==> src/rtl/count_down_pkg.sv <==
`default_nettype none
// ============================================================================
// Module   : count_down_pkg
// Brief    : Shared state encoding and default width for count_down_timer.
// Revision : 1.0
// ============================================================================
package count_down_pkg;

    localparam int DEFAULT_WIDTH = 8;
    localparam int STATE_W       = 2;

    typedef logic [STATE_W-1:0] state_t;

    localparam state_t ST_IDLE    = 2'd0;
    localparam state_t ST_RUN     = 2'd1;
    localparam state_t ST_EXPIRED = 2'd2;

endpackage
`default_nettype wire

==> src/rtl/count_down_timer.sv <==
`default_nettype none
// ============================================================================
// Module   : count_down_timer
// Brief    : Loadable one-shot / periodic down-counter with pause and abort.
// Revision : 1.0
// ============================================================================
module count_down_timer
    import count_down_pkg::*;
#(
    parameter int WIDTH = DEFAULT_WIDTH
) (
    input  logic             clk,
    input  logic             reset,
    input  logic             load_valid,
    input  logic [WIDTH-1:0] load_value,
    output logic             load_ready,
    input  logic             auto_reload,
    input  logic             pause,
    input  logic             abort,
    output logic [WIDTH-1:0] count,
    output logic             busy,
    output logic             done,
    output logic             expired
);

    localparam logic [WIDTH-1:0] c_count_one = WIDTH'(1);

    state_t           state_q,  state_d;
    logic [WIDTH-1:0] count_q,  count_d;
    logic [WIDTH-1:0] reload_q, reload_d;
    logic             done_q,   done_d;

    always_ff @(posedge clk or negedge reset) begin
        if (!reset) begin
            state_q  <= ST_IDLE;
            count_q  <= '0;
            reload_q <= '0;
            done_q   <= 1'b0;
        end else begin
            state_q  <= state_d;
            count_q  <= count_d;
            reload_q <= reload_d;
            done_q   <= done_d;
        end
    end

    always_comb begin
        state_d  = state_q;
        count_d  = count_q;
        reload_d = reload_q;
        done_d   = 1'b0;
        case (state_q)
            ST_IDLE, ST_EXPIRED: begin
                if (load_valid) begin
                    reload_d = load_value;
                    count_d  = load_value;
                    // A zero load terminates immediately, regardless of mode
                    if (load_value == '0) begin
                        state_d = ST_EXPIRED;
                        done_d  = 1'b1;
                    end else begin
                        state_d = ST_RUN;
                    end
                end
            end
            ST_RUN: begin
                if (abort) begin
                    state_d = ST_IDLE;
                    count_d = '0;
                end else if (!pause) begin
                    if (count_q == c_count_one) begin
                        done_d = 1'b1;
                        if (auto_reload) begin
                            count_d = reload_q;
                        end else begin
                            count_d = '0;
                            state_d = ST_EXPIRED;
                        end
                    end else begin
                        count_d = count_q - c_count_one;
                    end
                end
            end
            default: begin
                state_d = ST_IDLE;
                count_d = '0;
            end
        endcase
    end

    always_comb begin
        load_ready = (state_q != ST_RUN);
        busy       = (state_q == ST_RUN);
        expired    = (state_q == ST_EXPIRED);
        count      = count_q;
        done       = done_q;
    end

endmodule
`default_nettype wire

==> config.mk <==
export PLATFORM = sky130hd
export DESIGN_NAME = count_down_timer
export DESIGN_NICKNAME = d
export VERILOG_FILES = /design/src/rtl/count_down_pkg.sv /design/src/rtl/count_down_timer.sv
export SDC_FILE = /design/constraint.sdc
export NUM_CORES = 1
export LEC_CHECK = 0
export CAP_MARGIN = 20
export CORE_ASPECT_RATIO = 0.7
export CORE_MARGIN = 2
export CORE_UTILIZATION = 35
export DETAILED_ROUTE_END_ITERATION = 7
export GPL_ROUTABILITY_DRIVEN = 0
export SLEW_MARGIN = 5
export SYNTH_ARGS = -nofsm -noshare
export SYNTH_HDL_FRONTEND = slang
export SYNTH_SLANG_ARGS = --single-unit
==> constraint.sdc <==
create_clock -name clk -period 2.3 [get_ports clk]
set_clock_uncertainty 0.05 [all_clocks]
set_input_delay 0.46 -clock clk [delete_from_list [all_inputs] [get_ports clk]]
set_output_delay 0.46 -clock clk [all_outputs]
set_load 0.1 [all_outputs]
==> flow_metrics.tcl, run 1 <==
set metrics [dict create \
    ios 26 \
    layout-drive-gt1-share 0.188 \
    rsz0062_at_grt "false" \
    powerDensity_nw_per_um2 1010 \
    route.detailed.drc 0 \
    overflow 0 \
    root_buffer "clkbuf_8" \
    postCtsSetupRepairBufs 0 \
    min_period_ps 1940 \
    synth.distinct_cells 41 \
    ant_nets 0 \
    firstDrtPassIters 4 \
    worst_slew_pin_slew_ps 635 \
    rrSetupSlack_ps 390 \
    antenna_found_initial 0 \
    worst_r2r_endpoint "count[4]" \
    path_clk_slew_ps 70 \
    cts_made_buffers 3 \
    die-area_um2 3780 \
    ys_ff_latch 19 \
    layout_commonest_cell "nand2_1" \
    drtIter0Drc 84 \
    ctsResizeCount 0 \
    r2r-start "count[1]" \
    avgViaCountPerCell 5.68 \
    grt_first_pass_wirelength_um 5250 \
    cts.sinks 19 \
    synthArstFlopShare 1.00 \
    hold_path_startpoint "reload_q[1]" \
    cap_violations 0 \
    fp.dieW_um 72.6 \
    clock_latency_ps 260 \
    port-buffer-count 25 \
    clk_path_buf_depth 2 \
    h-tree-depth 1 \
    synth_cells 131 \
    holdPathStages 2 \
    leakage_nw 0.668 \
    end_kind "flip-flop" \
    fmax_mhz 516 \
    wirelength_um 3220 \
    hold_viol 0 \
    start_kind "primary input" \
    nNetsFinal 177 \
    status "complete, no violations" \
    synth_edf_count 0 \
    hold_end "reload_q[1]" \
    vias 1125 \
    die_h_um 52.0 \
    timing.final.setup_violations 0 \
    layout_common_cells "31 x nand2_1, 17 x dfrtp_1, 17 x buf_4" \
    avgSynthCellArea_um2 8.81 \
    core_um2 3150 \
    initial_core_util 0.366 \
    holdBufCountCts 0 \
    grt_max_degree 12 \
    seq_area_frac_synth 0.412 \
    syn_to_final_growth_pct 30.2 \
    synth_flop_cell "dfrtp_1" \
    grt_pass1_vias 1032 \
    reg2regPathDepth 6 \
    place_inst 194 \
    ir_drop_mv 0.347 \
    placementRows 17 \
    fin_cells 198 \
    crit_required_ps 2430 \
    nFillCells 317 \
    worstHoldPathType "flip-flop to flip-flop" \
    syn-cell-area_um2 1150 \
    slew_violations 0 \
    place_hpwl_um 2500 \
    arrival_ps 2070 \
    diodes 0 \
    max_slew_margin 0.576 \
    grt_usage 0.185 \
    path_class "primary input to flip-flop" \
    fin_util 0.477 \
    yosysWarnings 0 \
    finalCritPeriodShare 0.843 \
    wl_per_cell_um 16.3 \
    tritoncts "built" \
    critPathMaxFanout 9 \
    syn-num-nets 147 \
]
synth_stat cells, drive strengths merged (2+ instances only):
| cell | count | area [um^2] |
|---|---|---|
| a221o | 3 | 30.0 |
| a21oi | 4 | 20.0 |
| a31oi | 3 | 18.8 |
| clkbuf | 4 | 15.0 |
| nor2 | 2 | 7.51 |
| dfrtp | 19 | 475 |
| or3 | 3 | 18.8 |
| a22oi | 3 | 22.5 |
| o21a | 2 | 15.0 |
| nor2b | 4 | 25.0 |
| ha | 2 | 25.0 |
| buf | 2 | 16.3 |
| inv | 7 | 26.3 |
| nor4 | 6 | 37.5 |
| a32o | 2 | 20.0 |
| nand2b | 3 | 18.8 |
| nand2 | 32 | 128 |
| nor3 | 3 | 20.0 |
| o31ai | 2 | 15.0 |
| o21ai | 6 | 30.0 |
| and2 | 2 | 12.5 |
flip-flops by register name, summed over array words and instances, names as in the netlist:
| name | cells |
|---|---|
| done | 1 |
| count | 8 |
| state_q | 2 |
| reload_q | 8 |
cell type report:
| cell class | count | area, um^2 | area share |
|---|---|---|---|
| multi-input cells | 99 | 623 | 0.415 |
| flip-flops and latches | 19 | 478 | 0.318 |
| repair buffers | 31 | 278 | 0.185 |
| well taps | 38 | 47.5 | 0.0317 |
| clock buffers | 4 | 45.0 | 0.0300 |
| inverters | 7 | 30.0 | 0.0200 |
critical path: stages:
cell and delay, ps:
clkdlybuf4s50_1 440, nor3b_2 420, nand2b_1 300, or3_1 380, o21ai_0 80
metrics by stage:
step | power (mW) | hold WS, ps | cell area [um^2] | setup TNS, ps | worst slack (ps)
after floorplan | 1.08 | 114 | 1160 | -44.2 | -44.2
after global placement | 1.27 | 417 | 1460 | 0 | 173
after detailed placement | 1.28 | 416 | 1460 | 0 | 125
after CTS | 1.52 | 435 | 1500 | 0 | 386
after global routing | 1.60 | 461 | 1500 | 0 | 262
final | 1.52 | 433 | 1500 | 0 | 361
metal layers:
| metal | track usage | vias to the layer above | wire length, um |
|---|---|---|---|
| met4 | 0.0278 | 0 | 37 |
| met5 | 0 | - | 0 |
| met1 | 0.260 | 539 | 1550 |
| met3 | 0.0504 | 7 | 264 |
| met2 | 0.291 | 45 | 1360 |
| li1 | - | 534 | - |
logic make-up after synthesis:
group | share of synthesized area
AOI/OAI and AO/OA | 0.219
buffers and inverters | 0.0499
DFF | 0.412
xor gates and xnor gates | 0.00759
adders and majority gates | 0.0217
and+or+nand+nor | 0.290
power breakdown:
group	switching, mW	internal (mW)	total [mW]	leakage (nW)
Clock	0.117	0.123	0.240	0.0228
Sequential	0.107	0.404	0.511	0.239
Combinational	0.525	0.239	0.764	0.406
Total	0.749	0.766	1.52	0.668
how the worst max path moves through the flow:
stage | startpoint | slack, ps | endpoint
CTS | count[1] | 390 | count[4]
global route | abort | 260 | state_q[1]
detailed placement | abort | 120 | state_q[1]
finish | abort | 360 | state_q[1]
floorplan | count[2] | -40 | count[4]
global placement | abort | 170 | state_q[1]
Note: power is estimated with default switching activity, not from simulation.
==> run 2: changes to the inputs <==
==> constraint.sdc (replaced) <==
create_clock -name clk -period 1.94 [get_ports clk]
set_clock_uncertainty 0.05 [all_clocks]
set_input_delay 0.388 -clock clk [delete_from_list [all_inputs] [get_ports clk]]
set_output_delay 0.388 -clock clk [all_outputs]
set_load 0.1 [all_outputs]
==> run 2 against run 1 <==
  * Register-to-register slack worse by 370 ps
  * Clock power up 24%
  * Core utilization up 9.4 points
  * Global-route usage up 0.34 points
  * Routed wire length up 3.3%
  * Sequential share of layout area down 4.4 points
  * First-iteration DRC count up 4.8%
  * Die area unchanged
  * Largest power group unchanged
  * Highest routed layer unchanged
==> flow_metrics.tcl, run 2 (same netlist as run 1, synthesis figures left out) <==
set metrics [dict create \
    ios 26 \
    timing.final.setup_violations 0 \
    wl_met1_um 1560 \
    syn_to_final_growth_pct 55.7 \
    wirelength_um 3330 \
    critPathMaxFanout 4 \
    r2r-start "count[0]" \
    avgViaCountPerCell 5.59 \
    core_um2 3150 \
    holdBufCountCts 0 \
    fp.dieW_um 72.6 \
    reg2regPathDepth 8 \
    max_slew_margin 0.595 \
    finalCritPeriodShare 0.989 \
    overflow 0 \
    start_kind "flip-flop" \
    status "complete, no violations" \
    tritoncts "built" \
    root_buffer "clkbuf_8" \
    fin_cells 214 \
    die_h_um 52.0 \
    fmax_mhz 521 \
    rsz0062_at_grt "true" \
    crit_chain "buf_4 -> buf_4 -> inv_1 -> ha_2 -> inv_2 -> o31a_1 -> o21a_1 -> a221o_1" \
    arrival_ps 2020 \
    hold_ws_ps 413 \
    path_class "flip-flop to flip-flop" \
    crit_top_cell "buf_4" \
    powerDensity_nw_per_um2 1160 \
    tns_ps 0 \
    grt_max_degree 20 \
    layout-drive-gt1-share 0.341 \
    leakage_nw 0.773 \
    wl_per_cell_um 15.5 \
    max_stage_delay_ps 510 \
    diodes 0 \
    layout_common_cells "31 x nand2_1, 23 x buf_4, 13 x clkdlybuf4s50_1" \
    placementRows 17 \
    drtIter0Drc 88 \
    hold_viol 0 \
    initial_core_util 0.366 \
    h-tree-depth 1 \
    min_period_ps 1920 \
    end_kind "flip-flop" \
    port-buffer-count 25 \
    wl_met2_um 1410 \
    firstDrtPassIters 4 \
    place_hpwl_um 2430 \
    slew_violations 0 \
    dr.max_layer_used "met4" \
    route.detailed.drc 0 \
    cts.sinks 19 \
    grt_pass1_vias 1083 \
    grt_usage 0.189 \
    ir_drop_mv 0.446 \
    antenna_found_initial 0 \
    worst_r2r_endpoint "count[4]" \
    layout_commonest_cell "nand2_1" \
    worst_slew_pin_slew_ps 607 \
    ant_nets 0 \
    crit_required_ps 2040 \
    clk_path_buf_depth 2 \
    place_inst 203 \
    power_mw 2.09 \
    clock_latency_ps 270 \
    die-area_um2 3780 \
    slowest_stage "dfrtp_4" \
    nNetsFinal 193 \
    cts_made_buffers 3 \
    rrSetupSlack_ps 20 \
    cap_violations 0 \
    wl_met3_um 324 \
    path_clk_slew_ps 80 \
    worstHoldPathType "primary input to async pin" \
    grt_first_pass_wirelength_um 5350 \
    vias 1196 \
]
run 2: what timing repair did:
action	in CTS	in global routing
resized for setup	0	7
buffers inserted	2	6
setup endpoints to repair	1	4
gates cloned	0	0
pin swaps	0	2
hold endpoints to repair	0	0
run 2: area by class of cell:
| type | count | area [um^2] |
|---|---|---|
| multi-input combinational | 99 | 652 |
| sequential | 19 | 493 |
| tap | 38 | 47.5 |
| fill | 280 | 1350 |
| clock inverter | 1 | 7.51 |
| inverter | 7 | 32.5 |
| timing repair buffer | 47 | 523 |
| clock buffer | 3 | 41.3 |
run 2: power breakdown:
group / total [mW] / switching [mW] / internal (mW)
clock network: 0.297 / 0.152 / 0.145
logic: 1.16 / 0.670 / 0.486
registers: 0.633 / 0.141 / 0.493
total: 2.09 / 0.963 / 1.12
run 2: through the flow:
step,util,setup WS (ps),cell area (um^2)
floorplan,-,-166,1180
finish,0.571,21.1,1800
global placement,0.529,40.9,1670
global route,0.571,-17.3,1800
detailed placement,0.529,7.78,1670
CTS,0.550,9.49,1730
run 2: metal layers:
metal,vias to the layer above,global-route usage
met1,565,0.275
met5,-,0
met2,59,0.256
met3,5,0.0717
met4,0,0.0525
li1,567,-
run 2: worst max path at each step:
| stage | slack (ps) | cells past startpoint | start | endpoint |
|---|---|---|---|---|
| floorplan | -170 | 6 | count[1] | count[4] |
| global placement | 40 | 5 | load_valid | count[7] |
| detailed placement | 8 | 5 | abort | count[5] |
| CTS | 9 | 7 | count[1] | count[7] |
| global route | -20 | 8 | count[0] | count[4] |
| finish | 20 | 8 | count[0] | count[4] |
run 2: critical path, delay by kind of cell (launching register included):
family	cells	cell delay (ps)
DFF	1	510
adders and majority gates	1	190
buffers and inverters	4	420
AOI/OAI and AO/OA	3	640
==> run 3: changes to the inputs <==
--- a/config.mk
+++ b/config.mk
@@ -5,6 +5,7 @@
 export SDC_FILE = /design/constraint.sdc
 export NUM_CORES = 1
 export LEC_CHECK = 0
+export ABC_AREA = 1
 export CAP_MARGIN = 20
 export CORE_ASPECT_RATIO = 0.7
 export CORE_MARGIN = 2
==> run 3 against run 2 <==
  * Sequential share of layout area decreased by 0.15 points
  * Cell count grew 25%
  * Routed wire length shrank 8.8%
  * Fmax rose by 17%
  * Power up 60%
  * Die area increased by 8.2%
  * Hold slack improved by 3.9 ps
  * Critical path type unchanged
  * Largest power group unchanged
==> flow_metrics.tcl, run 3 <==
set metrics [dict create \
    clkPwrFrac 0.084 \
    tritoncts "built" \
    avgViaCountPerCell 4.55 \
    max_slew_margin 0.763 \
    end_kind "flip-flop" \
    path_clk_slew_ps 70 \
    wl_met2_um 1190 \
    arrival_ps 1730 \
    ant_nets 0 \
    avgSynthCellArea_um2 6.78 \
    synthMostInstantiatedCell "nand2_1" \
    wl_met3_um 202 \
    synthAdderAreaFrac 0.0199 \
    port-buffer-count 25 \
    layout_common_cells "73 x nand2_1, 22 x inv_1, 17 x nor2_1, 17 x dfrtp_1, 14 x nand3_1" \
    powerDensity_nw_per_um2 1910 \
    overflow 0 \
    synth_common_cells "73 x nand2_1, 22 x inv_1, 19 x dfrtp_1" \
    placementRows 18 \
    syn-num-nets 201 \
    cap_violations 0 \
    synth_flop_cell "dfrtp_1" \
    layout-drive-gt1-share 0.180 \
    crit_required_ps 2030 \
    core_um2 3470 \
    h-tree-depth 1 \
    syn_to_final_growth_pct 39.6 \
    antenna_found_initial 0 \
    fmax_mhz 611 \
    hold_viol 0 \
    min_period_ps 1640 \
    ctsResizeCount 0 \
    diodes 0 \
    path_class "flip-flop to flip-flop" \
    synth_edf_count 0 \
    nNetsFinal 234 \
    rsz0062_at_grt "false" \
    status "complete, no violations" \
    timing.final.setup_violations 0 \
    root_buffer "clkbuf_8" \
    vias 1215 \
    initial_core_util 0.362 \
    postCtsSetupRepairBufs 0 \
    seq_area_frac_synth 0.379 \
    synth_cells 185 \
    grt_max_degree 20 \
    cts_made_buffers 3 \
    muxShareOfSynthArea 0 \
    dr.max_layer_used "met4" \
    switching_share 0.557 \
    tns_ps 0 \
    worst_slew_pin_slew_ps 355 \
    drtIter0Drc 75 \
    p_int_mw 1.48 \
    leakage_nw 0.891 \
    slowest_stage "dfrtp_2" \
    slew_violations 0 \
    max_stage_delay_ps 430 \
    synth.distinct_cells 23 \
    synthArstFlopShare 1.00 \
    critPathMaxFanout 6 \
    holdBufCountCts 0 \
    synth-compound-area-share 0.0917 \
    ios 26 \
    p_sw_mw 1.86 \
    clock_latency_ps 260 \
    start_kind "flip-flop" \
    synthSimpleGateAreaFrac 0.423 \
    wl_met1_um 1640 \
    clk_path_buf_depth 2 \
    ys_top_cells_by_area "dfrtp_1 38%, nand2_1 22%, inv_1 6.6%, nand3_1 5.6%, nor2_1 5.4%" \
    grt_usage 0.168 \
    ys_ff_latch 19 \
    synth_top_area_share 0.379 \
    place_hpwl_um 2430 \
    wirelength_um 3030 \
    grt_pass1_vias 1029 \
    fp.dieW_um 75.6 \
    p_comb_frac 0.688 \
    synth-xor-area-share 0 \
    yosysWarnings 0 \
    die-area_um2 4090 \
    syn-cell-area_um2 1250 \
    route.detailed.drc 0 \
    ir_drop_mv 1.30 \
    cts.sinks 19 \
    synth_top_family_by_area "simple AND/OR/NAND/NOR gates" \
    placed_area_um2 1710 \
    wl_per_cell_um 11.4 \
    grt_first_pass_wirelength_um 4990 \
    synth_area_leader_cell "dfrtp_1" \
    fin_area_um2 1750 \
    finalCritPeriodShare 0.843 \
    firstDrtPassIters 4 \
    die_h_um 54.1 \
    crit_chain "inv_1 -> ha_1 -> nand2_1 -> nor2_2 -> nand3_1 -> nand2_2 -> nand2_1 -> nor2_1 -> nor2_1" \
    layout_commonest_cell "nand2_1" \
    worstHoldPathType "primary input to async pin" \
    p_seq_frac 0.228 \
]
-- run 3: cell types whose count changed after synthesis, sizes merged, moves of 4 or more --
cell    before  now
clkbuf       4    0
inv          7   26
nand2       32   78
nand3        0   14
nor2         2   23
nor2b        4    0
nor4         6    0
o21ai        6   14
-- run 3: final timing paths --
path                             startpoint           to  depth (start not counted)  slack (ps)
worst max-delay path               count[1]   state_q[0]                          9         300
worst max register to register     count[1]   state_q[0]                          9         300
worst min register to register  reload_q[5]  reload_q[5]                          2         460
worst min-delay path                  reset  reload_q[0]                          2         420
min in group clk                reload_q[5]  reload_q[5]                          2         460
max in group asynchronous             reset     count[0]                          2        1200
-- run 3: stage by stage --
stage                util  instances  hold WS, ps  total power, mW  worst slack [ps]
finish              0.505        267          417             3.34               305
CTS                 0.505        267          423             3.37               300
floorplan               -        185         42.4             2.30              54.8
detailed placement  0.492        263          435             3.07               183
global route        0.505        267          452             3.57               152
global placement    0.492        263          430             3.05               169
-- run 3: cells by family (layout without fill, tap and decap cells) --
logic type | after synthesis | count (layout)
flip-flops | 19 | 19
AND/OR/NAND/NOR | 118 | 118
adder cells (fa/ha/maj) | 2 | 2
AO/OA/AOI/OAI | 18 | 18
buffers and inverters | 28 | 60
-- run 3: area by class of cell --
class / count / area, um^2
fill: 364 / 1720
multi-input combinational: 138 / 673
sequential: 19 / 478
timing repair buffer: 29 / 388
inverter: 27 / 104
tap: 50 / 62.6
clock buffer: 3 / 41.3
clock inverter: 1 / 5.00
-- run 3: power groups by stage --
stage | sequential [mW] | clock, mW | combinational [mW]
finish | 0.762 | 0.279 | 2.30
global route | 0.788 | 0.312 | 2.47
CTS | 0.763 | 0.296 | 2.31
detailed placement | 0.768 | 0 | 2.30
global placement | 0.765 | 0 | 2.29
floorplan | 1.20 | 0 | 1.10
-- run 3: routing by layer --
layer,global-route usage,vias to the layer above
met2,0.225,36
met4,0.0263,0
li1,-,633
met1,0.267,544
met3,0.0468,2
met5,0,-
-- run 3: critical path: cells and delay by family (launching register included) --
| family | cells | cell delay (ps) |
|---|---|---|
| buf+inv | 1 | 100 |
| flops | 1 | 430 |
| fa+ha+maj | 1 | 220 |
| simple gates | 7 | 720 |
